===== config.mk =====
export PLATFORM = sky130hd
export DESIGN_NAME = dec_onehot_seq
export DESIGN_NICKNAME = d
export VERILOG_FILES = /design/src/rtl/dec_pkg.sv /design/src/rtl/dec_onehot_comb.sv /design/src/rtl/dec_onehot_seq.sv
export SDC_FILE = /design/constraint.sdc
export NUM_CORES = 1
export LEC_CHECK = 0
export CORE_MARGIN = 10
export CORE_UTILIZATION = 60
export DETAILED_ROUTE_END_ITERATION = 8
export DONT_BUFFER_PORTS = 1
export GPL_TIMING_DRIVEN = 0
export MAX_ROUTING_LAYER = met4
export PLACE_DENSITY_LB_ADDON = 0.25
export SYNTH_ARGS = -nofsm -noshare
export SYNTH_HDL_FRONTEND = slang
export SYNTH_SLANG_ARGS = --single-unit

===== constraint.sdc =====
create_clock -name clk -period 4.35 [get_ports clk]
set_input_delay 0.2175 -clock clk [delete_from_list [all_inputs] [get_ports clk]]
set_output_delay 0.2175 -clock clk [all_outputs]
set_load 0.005 [all_outputs]

===== src/rtl/dec_pkg.sv =====
// Shared types for the registered one-hot decoder: command modes and FSM states.
package dec_pkg;

    // Command encoding carried on in_mode.
    typedef enum logic [1:0] {
        MODE_LEVEL = 2'b00,
        MODE_PULSE = 2'b01,
        MODE_SCAN  = 2'b10,
        MODE_CLEAR = 2'b11
    } mode_e;

    // Controller states; in_ready and busy are decoded from these.
    typedef enum logic [1:0] {
        S_IDLE  = 2'b00,
        S_HOLD  = 2'b01,
        S_PULSE = 2'b10,
        S_SCAN  = 2'b11
    } state_e;

endpackage


===== src/rtl/dec_onehot_comb.sv =====
// Combinational SEL_W to 2^SEL_W one-hot decoder with enable.
module dec_onehot_comb #(
    parameter int SEL_W = 2,
    parameter int OUT_W = 1 << SEL_W
) (
    input  logic             en,
    input  logic [SEL_W-1:0] sel,
    output logic [OUT_W-1:0] onehot
);

    // Drive exactly one bit when enabled, otherwise all zero.
    always_comb begin
        onehot = '0;
        if (en) begin
            onehot[sel] = 1'b1;
        end
    end

endmodule


===== src/rtl/dec_onehot_seq.sv =====
// Registered one-hot decoder with a valid/ready command port and
// level / pulse / scan / clear modes. Handshake: a command transfers on a
// rising clk edge where in_valid && in_ready; in_ready is low only while
// scanning, and the new pattern appears on out_onehot one cycle later.
module dec_onehot_seq
    import dec_pkg::*;
#(
    parameter int SEL_W      = 2,
    parameter int OUT_W      = 1 << SEL_W,
    parameter int SCAN_DWELL = 4
) (
    input  logic             clk,
    input  logic             rst_n,
    input  logic             in_valid,
    output logic             in_ready,
    input  logic [SEL_W-1:0] in_sel,
    input  logic [1:0]       in_mode,
    input  logic             scan_abort,
    output logic [OUT_W-1:0] out_onehot,
    output logic             out_valid,
    output logic             busy
);

    localparam int DW = $clog2(SCAN_DWELL + 1);
    localparam int VW = SEL_W + 1;
    localparam logic [DW-1:0] DWELL_LAST = DW'(SCAN_DWELL - 1);
    localparam logic [VW-1:0] VISIT_LAST = VW'(OUT_W - 1);

    state_e           state_q, state_d;
    logic [SEL_W-1:0] idx_q, idx_d;
    logic [DW-1:0]    dwell_q, dwell_d;
    logic [VW-1:0]    visit_q, visit_d;
    logic [OUT_W-1:0] onehot_q, onehot_d;

    logic             accept;
    logic             dec_en;
    logic [SEL_W-1:0] dec_sel;
    mode_e            mode;

    assign mode     = mode_e'(in_mode);
    assign in_ready = (state_q != S_SCAN);
    assign busy     = (state_q == S_SCAN);
    assign accept   = in_valid && in_ready;

    // Next-state, counters and the index/enable fed to the decoder.
    always_comb begin
        state_d = state_q;
        idx_d   = idx_q;
        dwell_d = dwell_q;
        visit_d = visit_q;
        dec_en  = 1'b0;
        dec_sel = idx_q;
        case (state_q)
            S_SCAN: begin
                if (scan_abort) begin
                    // Abort takes priority over a natural completion.
                    state_d = S_IDLE;
                    idx_d   = '0;
                    dwell_d = '0;
                    visit_d = '0;
                end else if (dwell_q == DWELL_LAST) begin
                    if (visit_q == VISIT_LAST) begin
                        state_d = S_IDLE;
                        idx_d   = '0;
                        dwell_d = '0;
                        visit_d = '0;
                    end else begin
                        // idx wraps naturally at OUT_W.
                        idx_d   = idx_q + 1'b1;
                        dwell_d = '0;
                        visit_d = visit_q + 1'b1;
                        dec_en  = 1'b1;
                        dec_sel = idx_q + 1'b1;
                    end
                end else begin
                    dwell_d = dwell_q + 1'b1;
                    dec_en  = 1'b1;
                end
            end
            default: begin
                if (accept) begin
                    idx_d   = in_sel;
                    dec_sel = in_sel;
                    dwell_d = '0;
                    visit_d = '0;
                    case (mode)
                        MODE_LEVEL: begin
                            state_d = S_HOLD;
                            dec_en  = 1'b1;
                        end
                        MODE_PULSE: begin
                            state_d = S_PULSE;
                            dec_en  = 1'b1;
                        end
                        MODE_SCAN: begin
                            state_d = S_SCAN;
                            dec_en  = 1'b1;
                        end
                        default: begin
                            state_d = S_IDLE;
                        end
                    endcase
                end else if (state_q == S_HOLD) begin
                    dec_en = 1'b1;
                end else begin
                    // A pulse lasts one cycle; IDLE simply stays idle.
                    state_d = S_IDLE;
                end
            end
        endcase
    end

    dec_onehot_comb #(
        .SEL_W (SEL_W),
        .OUT_W (OUT_W)
    ) u_dec (
        .en     (dec_en),
        .sel    (dec_sel),
        .onehot (onehot_d)
    );

    // State, counters and the registered one-hot output.
    always_ff @(posedge clk or negedge rst_n) begin
        if (!rst_n) begin
            state_q  <= S_IDLE;
            idx_q    <= '0;
            dwell_q  <= '0;
            visit_q  <= '0;
            onehot_q <= '0;
        end else begin
            state_q  <= state_d;
            idx_q    <= idx_d;
            dwell_q  <= dwell_d;
            visit_q  <= visit_d;
            onehot_q <= onehot_d;
        end
    end

    assign out_onehot = onehot_q;
    assign out_valid  = |onehot_q;

endmodule


After elaboration in Yosys (flattened, before gate mapping)
Cells that the tools add are included.

$add $sub $neg: 3. $mul: 0. Div/mod/pow operators: 0. Order comparisons: 2. Equal/unequal tests: 10. Shifts and indexed selects: 0. Mux-type cells: 34. Bitwise gates (word level): 0. Reduce and logical (&&, ||, !) cells: 8.

Operators by type and width (count): 2-bit two-way mux (15); 3-bit two-way mux (8); 1-bit two-way mux (8); 3-bit by 1-bit adder with 3-bit output, second input constant (2); 3-bit by 2-bit == test with 1-bit output, second input constant (2); 3-bit by 2-bit != test with 1-bit output, second input constant (2); 2-bit one-hot mux with 3 select lines (1); 2-bit by 1-bit == test with 1-bit output, second input constant (2); 2-bit == test, second input constant (2); 4-bit two-way mux (1); 4-bit OR reduction (1); 2-bit by 3-bit less-than comparator with 1-bit output, second input constant (1); 3-bit != test, second input constant (1); 3-bit AND reduction (1); 3-bit OR reduction (1); 2-bit by 1-bit adder with 2-bit output, second input constant (1); 1-bit demux with 2-bit select (1); 2-bit by 1-bit >= comparator with 1-bit output, second input constant (1); 1-bit logical AND (2); 2-bit zero test (1); 2-bit != test, second input constant (1); 2-bit AND reduction (1); 2-bit nonzero test (1).

Register bits after elaboration: 14. Latch bits: 0. RAM bits: 0. Memory bits (read-only): 0. Input bits: 8. Memories kept: 0.

Depth between registers and ports, before layout
Gate-level depths: netlist of the first run.

Depth after elaboration: 10. Mapped depth: 7.

By module
Synthesis of the first run repeated with hierarchy kept, for this count alone.

Cell total of the unflattened synthesis: 76. Area, all modules: 783.3 µm².

Modules (own cells, without submodules): dec_onehot_seq (times used 1, cells each 72, area each 745.7 µm²); dec_onehot_comb (times used 1, cells each 4, area each 37.5 µm²).

Worst setup path before layout of the first run
No wires, ideal clock.

Path kind: register -> register. From: reg visit_q[0]. To: reg idx_q[1]. Arrival: 1.543 ns. Data required time: 4.272 ns. Path slack: 2.729 ns. Stages on the path, launching flop included: 6. Path buffers: 0. Clock period less this slack: 1.621 ns. Cells stage by stage: dfrtp_1 -> ha_1 -> and2b_1 -> or3_4 -> o32a_1 -> o2bb2ai_1.

Cells in the longest elaborated chain, start to end: 5.

Ends and longest elaborated chain: start: declaration (RTL line dec_onehot_seq.sv:32) `logic [VW-1:0] visit_q, visit_d;`; start signal: assignment (RTL line dec_onehot_seq.sv:134) `visit_q <= visit_d;`; 3-bit by 2-bit == test with 1-bit output (RTL line dec_onehot_seq.sv:62) `if (visit_q == VISIT_LAST) begin`; 2-bit two-way mux (RTL line dec_onehot_seq.sv:62); 2-bit two-way mux (RTL line dec_onehot_seq.sv:61) `end else if (dwell_q == DWELL_LAST) begin`; 2-bit two-way mux (RTL line dec_onehot_seq.sv:55) `if (scan_abort) begin`; 2-bit two-way mux (RTL line dec_onehot_seq.sv:53) `case (state_q)`; end signal: assignment (RTL line dec_onehot_seq.sv:132) `idx_q <= idx_d;`; end: declaration (RTL line dec_onehot_seq.sv:30) `logic [SEL_W-1:0] idx_q, idx_d;`.

Every way passes these cells. The select of a mux whose other input is x is not followed. A chain may end at the register's enable or synchronous reset.

Worst setup path after layout of the first run
From: reg visit_q[0]. To: reg onehot_q[3] (netlist: out_onehot[3]).

Cells in the longest elaborated chain, start to end: 10. Elaborated cells on any way between the ends: 15.

Ends and longest elaborated chain: 3-bit by 2-bit == test with 1-bit output (*) (RTL line dec_onehot_seq.sv:62); 2-bit two-way mux (RTL line dec_onehot_seq.sv:62); 2-bit two-way mux (RTL line dec_onehot_seq.sv:61); 2-bit two-way mux (RTL line dec_onehot_seq.sv:55); 2-bit two-way mux (RTL line dec_onehot_seq.sv:53); 2-bit by 3-bit less-than comparator with 1-bit output (not written as such) or 2-bit by 1-bit >= comparator with 1-bit output (tied branches) (RTL line dec_onehot_comb.sv:15) `onehot[sel] = 1'b1;`; 1-bit logical AND (not written as such) (RTL line dec_onehot_comb.sv:15); 1-bit two-way mux (not written as such) (RTL line dec_onehot_comb.sv:15); 1-bit demux with 2-bit select; 4-bit two-way mux (*) (RTL line dec_onehot_comb.sv:14) `if (en) begin`; net onehot_d[3] (RTL line dec_onehot_seq.sv:33) `logic [OUT_W-1:0] onehot_q, onehot_d;`; end signal: assignment (RTL line dec_onehot_seq.sv:135) `onehot_q <= onehot_d;`; end: declaration (RTL line dec_onehot_seq.sv:33).

The timed path passes the listed nets; every way through them passes the cells marked *.

==> summary.md, run 1 <==
| Metric | Value |
|---|---|
| Syn Nets | about 100 |
| Crit path time final | between 1.5 and 2 ns |
| Warnings from Yosys | 0 |
| Setup crit end kind | flip-flop |
| WP data arrival | 2.02 ns |
| Avg Vias per Cell | 6.596 |
| Reg2Reg Capture Point | out_onehot[3] |
| Worst ir drop on vdd | 0.0002397 V |
| Core area | 1334 sq um |
| Tcrit/Tclk final | 0.4196 |
| Final net count | roughly 100 |
| Post-cts repair resize count | 0 |
| Total track usage | 0.1257 |
| Drt wl/cell | ~18 um |
| Final setup viols | 0 |
| First-pass GRT wire length | 3.270 mm |
| Die Span Y | 58.13 um |
| Initial antenna violation count | 0 |
| Latest clock arrival within the worst-skew pair | 0.29 ns |
| Pin count of the biggest net entering global routing | 15 |
| Slew HR | 0.5734 |
| Syn avg cell area | around 10 sq um |
| Crit start category | flip-flop |
| M1 wire length | 778 um |
| Dominant cell type by area after synthesis | dfrtp_1 |
| 1st-iter DRT viols | 20 |
| Drt pass-1 iters | 4 |
| Clk buf depth | 2 |
| Post-Syn Instances | 84 |
| Hpwl dp | 1.430 mm |
| Max Cap Viol | 0 |
| RSZ-0062 raised after global routing | no |
| Min-delay src | scan_abort |
| Post-synthesis register bit count | 14 |
| Commonest cells after routing, fill and taps aside | dfrtp_1 (14), o21ai_0 (8), nor3_1 (6), ha_1 (6), inv_1 (5) |
| Root Driver | clkbuf_4 |
| Die footprint | 3379 sq um |
| Slew @ Worst Pin | between 0.6 and 0.7 ns |
| Clock transition at path regs | 0.08 ns |
| Post-route setup TNS | 0 ns |
| Number of I/O pins | 15 |
| Hold depth | 2 |
| Pwr dens | 373.0 nW/um^2 |
| Worst Reg-to-Reg Cells | 6 |
| Layout overhead on the synthesized area | 7.461% |
| Number of post-CTS setup repair buffers | 0 |
| Syn Std Cell Area | 872.1 sq um |
| Die width | 58.13 um |
| H-tree levels | 1 |
| LEAKAGE | 0.4419 nW |
| R2R setup slack | between 2 and 3 ns |
| Worst Hold Path EP | idx_q[0] |
| Cts hold-fix bufs | 1 |
| Ranking of synthesized cells by area | dfrtp_1 (40%), ha_1 (8.6%), o21ai_0 (4.6%) |
| Port buffer count | 0 |
| Final slew viol count | 0 |
| Layout cells sized above 1 | 0.1461 |
| Gr ovfl total | 0 |
| Global placement routability congestion | 0.8047 |
| Clk_skew | between 0.003 and 0.004 ns |
| Final wirelength | 1.903 mm |
| Vias in the first global route | between 600 and 700 |
| Min-delay worst type | in -> reg |
| Most common cell after layout, fill and taps aside | dfrtp_1 |
| Top cell type's share of synthesized area | 0.4017 |
| # rows | 13 |
| Post-synth EDFFs | 0 |
| TritonCTS clock tree | done |
| Fillers | 98 |
| Top FF cell, synth | dfrtp_1 |
| Seq/Total Area, Yosys | 0.4017 |
| CP required | 4.54 ns |
| Via count | 686 |
| Number of CTS-inserted buffers | 3 |
| Clock Sinks | 14 |
| Diodes inserted | 0 |
| Met2 Wirelength | 967 um |
| Met3 wire length | 118 um |
| Netlist cell types | 40 |
| Starting Density | 0.6538 |
| R2r startpoint | visit_q[0] |
| Top Layer Used | met4 |
| Detailed-route DRC error count | 0 |
| Post-synth ARST share | 1.000 |
| Kind of critical path | reg -> reg |
| Final hold vios | 0 |
| Maximum clock rate | 547.8 MHz |
| Outcome | complete, no violations |
| Antenna viol nets, final | 0 |
| Crit Path Max Fanout | 6 |
| Setup slack at placement | 2.596 ns |
| Final worst slack | 2.525 ns |
-- routing by layer --
metal,GRT usage,up-vias
met2,0.1917,17
met1,0.1446,336
met3,0.03922,5
met5,-,-
met4,0.06376,0
li1,-,328
-- state kept, by name (all words and copies together) (netlist names) --
register,cells
out_onehot,4
dwell_q,3
visit_q,3
idx_q,2
state_q,2
-- cell families after synthesis --
kind of cell	after synthesis	synth area share
compound gates	27	0.2253
fa+ha+maj	6	0.08608
buf+inv	7	0.04018
flops	14	0.4017
mux	3	0.03443
simple gates	27	0.2124
-- cells in the mapped netlist, types with 2 or more instances --
| cell | number |
|---|---|
| o21ai_0 | 8 |
| a211oi_1 | 3 |
| mux2i_1 | 3 |
| inv_1 | 5 |
| nor3_1 | 6 |
| or3_1 | 2 |
| ha_1 | 6 |
| o21a_1 | 2 |
| dfrtp_1 | 14 |
| a21o_1 | 2 |
| nor2_1 | 3 |
| nor2b_1 | 2 |
-- power breakdown --
group          switching [mW]  total, mW  internal, mW
clock network          0.0441     0.0951        0.0511
registers              0.0218      0.169         0.148
logic                  0.0505     0.0850        0.0346
total                   0.116      0.350         0.233
-- worst max-delay path, stage by stage, from the launching register on --
cell     delay [ns]
dfrtp_1        0.40
ha_1           0.22
and2b_1        0.22
inv_1          0.11
ha_1           0.24
a311o_1        0.30
nor3_1         0.24
-- metrics by stage --
| stage | instances | area [sq um] | util | power (mW) | hold WS [ns] |
|---|---|---|---|---|---|
| after CTS | 104 | 937.1 | 0.7026 | 0.3498 | 0.1381 |
| final | 104 | 937.1 | 0.7026 | 0.3496 | 0.1363 |
| after floorplan | 84 | 872.1 | - | 0.2302 | -0.07809 |
| after global placement | 99 | 890.9 | 0.6679 | 0.2477 | -0.07760 |
| after global routing | 104 | 937.1 | 0.7026 | 0.3707 | 0.1649 |
| after detailed placement | 99 | 890.9 | 0.6679 | 0.2525 | -0.07753 |
-- layout make-up --
class | instances | area, sq um | share of cell area
repair buffers | 1 | 10.01 | 0.01068
flip-flops and latches | 14 | 350.3 | 0.3738
well taps | 15 | 18.77 | 0.02003
multi-input cells | 63 | 486.7 | 0.5194
inverters | 6 | 27.53 | 0.02937
plain buffers | 1 | 7.507 | 0.008011
clock buffers | 4 | 36.28 | 0.03872
-- worst max-delay path by stage --
stage | end | from | cells after the start
after floorplan | idx_q[1] | visit_q[0] | 5
after global placement | out_onehot[3] | visit_q[0] | 6
after detailed placement | idx_q[1] | visit_q[0] | 5
after CTS | out_onehot[3] | visit_q[0] | 6
after global routing | out_onehot[3] | visit_q[0] | 6
final | out_onehot[3] | visit_q[0] | 6
Power figures use the tool's default switching activity.
==> inputs of run 2 (changes only) <==
--- a/config.mk
+++ b/config.mk
@@ -5,8 +5,10 @@
 export SDC_FILE = /design/constraint.sdc
 export NUM_CORES = 1
 export LEC_CHECK = 0
+export ABC_AREA = 1
+export CORE_ASPECT_RATIO = 1.2
 export CORE_MARGIN = 10
-export CORE_UTILIZATION = 60
+export CORE_UTILIZATION = 54
 export DETAILED_ROUTE_END_ITERATION = 8
 export DONT_BUFFER_PORTS = 1
 export GPL_TIMING_DRIVEN = 0
==> constraint.sdc (replaced) <==
create_clock -name clk -period 1.5 [get_ports clk]
set_input_delay 0.075 -clock clk [delete_from_list [all_inputs] [get_ports clk]]
set_output_delay 0.075 -clock clk [all_outputs]
set_load 0.005 [all_outputs]
==> summary.md, run 2 <==
| Metric | Value |
|---|---|
| TritonCTS clock tree | done |
| Tcrit/Tclk final | 0.9598 |
| Power Total | roughly 0.98 mW |
| Slew HR | 0.5760 |
| Crit start category | flip-flop |
| Worst Hold Path EP | out_onehot[2] |
| Ranking of synthesized cells by area | dfrtp_1 (40%), nand2_1 (11%), ha_1 (8.6%) |
| Starting Density | 0.5882 |
| Most common cell in the netlist | nand2_1 |
| Final slew viol count | 0 |
| Seq/Total Area, Yosys | 0.4017 |
| Drt wl/cell | approximately 15 um |
| First-pass GRT wire length | ~3.5 mm |
| Pin count of the biggest net entering global routing | 15 |
| Initial antenna violation count | 0 |
| Outcome | complete, no violations |
| Max reg flops | 4 |
| Diodes inserted | 0 |
| Syn avg cell area | 7.857 sq um |
| Die Span Y | between 60 and 70 um |
| Setup crit end kind | flip-flop |
| Antenna viol nets, final | 0 |
| Port buffer count | 0 |
| Max Cap Viol | 0 |
| Detailed-route DRC error count | 0 |
| Post-synth EDFFs | 0 |
| 1st-iter DRT viols | 13 |
| Most common cell after layout, fill and taps aside | nand2_1 |
| Post-route setup TNS | 0 ns |
| H-tree levels | 1 |
| Crit path time final | 1.440 ns |
| Crit Path Max Fanout | 2 |
| Final core utilization | 0.6743 |
| Maximum clock rate | 694.6 MHz |
| Reg2Reg Capture Point | out_onehot[1] |
| Final worst slack | between 0.06 and 0.07 ns |
| Min-delay src | in_valid |
| LEAKAGE | a little over 0.5 nW |
| Dominant cell type by area after synthesis | dfrtp_1 |
| Syn Nets | between 100 and 150 |
| Setup slack at placement | -0.1214 ns |
| Post-synthesis register bit count | 14 |
| R2r startpoint | visit_q[0] |
| Fin Hold WS | 0.02232 ns |
| Clk buf depth | 2 |
| Post-synth top cells | nand2_1 (26), inv_1 (16), dfrtp_1 (14), nand3_1 (12), nor2_1 (8) |
| CP Buf/Inv Count | 2 |
| Worst Reg-to-Reg Cells | 10 |
| Syn Std Cell Area | 872.1 sq um |
| Via count | 754 |
| CP peak stage delay | 0.36 ns |
| Hpwl dp | 1.544 mm |
| Min-delay worst type | in -> reg |
| Clock Sinks | 14 |
| Crit-path leading delay family | adder cells |
| Netlist cell types | 21 |
| Clk_skew | 0.001153 ns |
| Total track usage | 0.1194 |
| Final net count | 134 |
| Die width | 56.69 um |
| CP Cell Sequence | ha_2 > inv_2 > nor2_4 > inv_2 > ha_4 > nand3_2 > nand3_2 > nand2_1 > nand2_1 > nor2_1 |
| Post-Syn Instances | 111 |
| Placed cells | 128 |
| Pwr dens | 981.3 nW/um^2 |
| Final hold vios | 0 |
| Worst ir drop on vdd | 0.0005304 V |
| Latest clock arrival within the worst-skew pair | 0.28 ns |
| Global placement routability congestion | 0.9014 |
| Avg Vias per Cell | around 5.5 |
| Final wirelength | 2.076 mm |
| Core area | 1483 sq um |
| Cell area after layout | 999.7 sq um |
| Post-synth ARST share | 1.000 |
| Number of CTS-inserted buffers | 3 |
| WP data arrival | 1.62 ns |
| Clock transition at path regs | 0.09 ns |
| # rows | 15 |
| Commonest cells after routing, fill and taps aside | nand2_1 (26), inv_1 (14), dfrtp_1 (14) |
| Drt pass-1 iters | 4 |
| CP max stage cell | dfrtp_1 |
| Top FF cell, synth | dfrtp_1 |
| Kind of critical path | reg -> reg |
| Vias in the first global route | a little under 800 |
| Hold depth | 3 |
| Final non-filler cell total | 136 |
| Layout overhead on the synthesized area | 14.63% |
| Warnings from Yosys | 0 |
| Number of I/O pins | 15 |
| Slew @ Worst Pin | 0.6339 ns |
| Layout cells sized above 1 | 0.2353 |
| R2R setup slack | 0.06 ns |
| Root Driver | clkbuf_4 |
| Final setup viols | 0 |
| Gr ovfl total | 0 |
| Placed inst area | 893.4 sq um |
| Top cell type's share of synthesized area | 0.4017 |
| CP required | around 1.7 ns |
| RSZ-0062 raised after global routing | yes |
| Die footprint | 3629 sq um |
==> run 2: cells by family (layout without fill, tap and decap cells) <==
| group | count (synthesis) | after routing | synth area share |
|---|---|---|---|
| compound gates | 14 | 14 | 0.09469 |
| fa+ha+maj | 6 | 6 | 0.08608 |
| buf+inv | 19 | 27 | 0.08321 |
| flops | 14 | 14 | 0.4017 |
| simple gates | 58 | 58 | 0.3343 |
==> run 2: where the power goes <==
part / switching, mW / internal (mW) / total [mW]
sequential: 0.0390 / 0.420 / 0.459
combinational: 0.162 / 0.0852 / 0.247
clock: 0.127 / 0.148 / 0.275
==> run 2: worst reg2reg max path, stage by stage (launching register included) <==
cell and delay (ns):
dfrtp_1 0.36, ha_2 0.20, inv_2 0.05, nor2_4 0.09
inv_2 0.05, ha_4 0.26, nand3_2 0.07, nand3_2 0.09
nand2_1 0.06, nand2_1 0.07, nor2_1 0.04
==> run 2: repair_timing <==
item | 4_1_cts | 5_1_grt
hold endpoints to repair | 15 | 0
setup endpoints to repair | 4 | 4
pin swaps | 4 | 7
gates resized for setup | 7 | 2
buffers inserted | 1 | 1
hold buffers | 2 | 0
==> run 2: worst max-delay path by stage <==
stage / from / end / slack (ns) / cells past startpoint
floorplan: visit_q[0] / out_onehot[1] / 0.10 / 10
global placement: visit_q[0] / out_onehot[1] / -0.04 / 10
detailed placement: visit_q[0] / out_onehot[0] / -0.12 / 9
CTS: visit_q[1] / out_onehot[1] / 0.003 / 10
global route: visit_q[1] / out_onehot[1] / -0.05 / 10
finish: visit_q[0] / out_onehot[1] / 0.06 / 10
==> run 2: area by class of cell <==
cell class	count	area (sq um)
tap	17	21.27
sequential	14	350.3
multi-input combinational	78	484.2
timing repair buffer	4	35.03
fill	122	483.0
inverter	19	72.57
clock buffer	4	36.28
==> run 2: routing by layer <==
metal / GRT usage / share of wire / routed length, um
met1: 0.1182 / 0.38 / 795
met2: 0.2088 / 0.52 / 1071
met3: 0.04150 / 0.084 / 175
met4: 0.04518 / 0.016 / 34
met5: - / 0 / 0
==> inputs of run 3 (changes only) <==
--- a/config.mk
+++ b/config.mk
@@ -11,7 +11,6 @@
 export CORE_UTILIZATION = 54
 export DETAILED_ROUTE_END_ITERATION = 8
 export DONT_BUFFER_PORTS = 1
-export GPL_TIMING_DRIVEN = 0
 export MAX_ROUTING_LAYER = met4
 export PLACE_DENSITY_LB_ADDON = 0.25
 export SYNTH_ARGS = -nofsm -noshare
==> summary.md, run 3 (synthesis results as in run 2) <==
| Metric | Value |
|---|---|
| Combinational Power Share | 0.258 |
| Tcrit/Tclk final | 0.9631 |
| Crit path time final | approximately 1.4 ns |
| Final wirelength | 1.925 mm |
| Final setup viols | 0 |
| R2r startpoint | visit_q[0] |
| Hold depth | 3 |
| Maximum clock rate | ~690 MHz |
| Clk_skew | 0.003482 ns |
| Worst Hold Path EP | state_q[1] |
| Min-delay worst type | in -> reg |
| Gr ovfl total | 0 |
| Clock transition at path regs | 0.08 ns |
| Slew @ Worst Pin | ~0.64 ns |
| Min-delay src | scan_abort |
| Initial antenna violation count | 0 |
| Reg2Reg Capture Point | out_onehot[1] |
| Crit Path Max Fanout | 2 |
| 1st-iter DRT viols | 27 |
| Commonest cells after routing, fill and taps aside | nand2_1 (24), inv_1 (14), dfrtp_1 (14) |
| Fillers | 119 |
| Worst ir drop on vdd | 0.0005937 V |
| Most common cell after layout, fill and taps aside | nand2_1 |
| Total track usage | 0.1128 |
| Global placement routability congestion | 0.8801 |
| Max reg flops | 4 |
| Clock power frac | 0.279 |
| Clock Sinks | 14 |
| Final hold vios | 0 |
| # rows | 15 |
| Switching share of power | 0.3349 |
| Setup crit end kind | flip-flop |
| Slew HR | 0.5718 |
| Number of CTS-inserted buffers | 3 |
| Layout cells sized above 1 | 0.2689 |
| Number of I/O pins | 15 |
| Drt pass-1 iters | 4 |
| Power Total | 0.9876 mW |
| Drt wl/cell | 14.15 um |
| Final worst slack | 0.05531 ns |
| Hpwl dp | ~1.5 mm |
| CP required | 1.68 ns |
| Port buffer count | 0 |
| Kind of critical path | reg -> reg |
| P_int | 0.6568 mW |
| Core area | 1483 sq um |
| WP data arrival | 1.63 ns |
| Detailed-route DRC error count | 0 |
| Crit start category | flip-flop |
| Die width | roughly 57 um |
| Outcome | complete, no violations |
| Latest clock arrival within the worst-skew pair | 0.29 ns |
| Final slew viol count | 0 |
| Die footprint | about 3600 sq um |
| Starting Density | 0.5882 |
| Switching pwr | 0.3308 mW |
| Antenna viol nets, final | 0 |
| Pwr dens | 978.1 nW/um^2 |
| Vias in the first global route | about 760 |
| Final net count | 134 |
| LEAKAGE | 0.5101 nW |
| Die Span Y | 64.02 um |
| Setup slack at placement | -0.004601 ns |
| Diodes inserted | 0 |
| First-pass GRT wire length | 3.325 mm |
| Worst Reg-to-Reg Cells | 10 |
| H-tree levels | 1 |
| Root Driver | clkbuf_4 |
| Via count | approximately 730 |
| RSZ-0062 raised after global routing | yes |
| Avg Vias per Cell | 5.375 |
| R2R setup slack | approximately 0.055 ns |
| Pin count of the biggest net entering global routing | 15 |
| Layout overhead on the synthesized area | 15.78% |
| Max Cap Viol | 0 |
| TritonCTS clock tree | done |
| Clk buf depth | 2 |
| Sequential group share of total power | 0.464 |
## run 3: area by class of cell
type / count / area, sq um / area share
repair buffers: 4 / 35.03 / 0.03470
clock buffers: 4 / 36.28 / 0.03594
well taps: 17 / 21.27 / 0.02107
multi-input cells: 78 / 494.2 / 0.4895
flip-flops and latches: 14 / 350.3 / 0.3470
inverters: 19 / 72.57 / 0.07187
## run 3: metrics by stage
| step | instances | utilization | hold slack [ns] | TNS (ns) | instance area [sq um] |
|---|---|---|---|---|---|
| after global placement | 129 | 0.6076 | -0.2201 | 0 | 900.9 |
| after global routing | 136 | 0.6810 | 0.05617 | -0.009233 | 1010 |
| after floorplan | 111 | - | -0.2206 | 0 | 872.1 |
| after CTS | 135 | 0.6473 | 0.01887 | 0 | 959.7 |
| after detailed placement | 129 | 0.6076 | -0.2201 | -0.004601 | 900.9 |
| final | 136 | 0.6810 | 0.03544 | 0 | 1010 |
## run 3: power by group through the flow
stage / Combinational [mW] / Sequential, mW / Clock (mW)
3_3_place_gp: 0.208 / 0.464 / 0
5_1_grt: 0.295 / 0.465 / 0.299
3_5_place_dp: 0.213 / 0.467 / 0
2_1_floorplan: 0.173 / 0.456 / 0
4_1_cts: 0.227 / 0.460 / 0.281
6_report: 0.254 / 0.458 / 0.275
## run 3: how the worst max path moves through the flow
stage	start	endpoint	slack, ns	depth (start not counted)
after floorplan	visit_q[0]	out_onehot[1]	0.10	10
after global placement	visit_q[0]	out_onehot[3]	0.06	10
after detailed placement	visit_q[0]	out_onehot[3]	-0.005	10
after CTS	visit_q[0]	out_onehot[3]	0.004	10
after global routing	visit_q[0]	out_onehot[1]	-0.009	7
final	visit_q[0]	out_onehot[1]	0.06	10
## run 3: metal layers
| metal | track usage | share of wire |
|---|---|---|
| met5 | - | 0 |
| met4 | 0.04819 | 0.019 |
| met3 | 0.04743 | 0.11 |
| met2 | 0.1854 | 0.50 |
| met1 | 0.1146 | 0.37 |
## run 3: worst max-delay path, cell delays in order, from the launching register on
cell and delay, ns:
dfrtp_1 0.36, ha_2 0.19, inv_2 0.05, nor2_4 0.09
inv_2 0.05, ha_4 0.26, nand3_2 0.07, nand3_2 0.10
nand2_2 0.05, nand2_2 0.07, nor2_1 0.04
## run 3: timing repair
| item | 4_1_cts | 5_1_grt |
|---|---|---|
| hold endpoints to repair | 16 | 0 |
| setup endpoints to repair | 2 | 4 |
| buffers inserted | 0 | 1 |
| gates resized for setup | 2 | 11 |
| pin swaps | 2 | 3 |
| hold buffers | 2 | 0 |
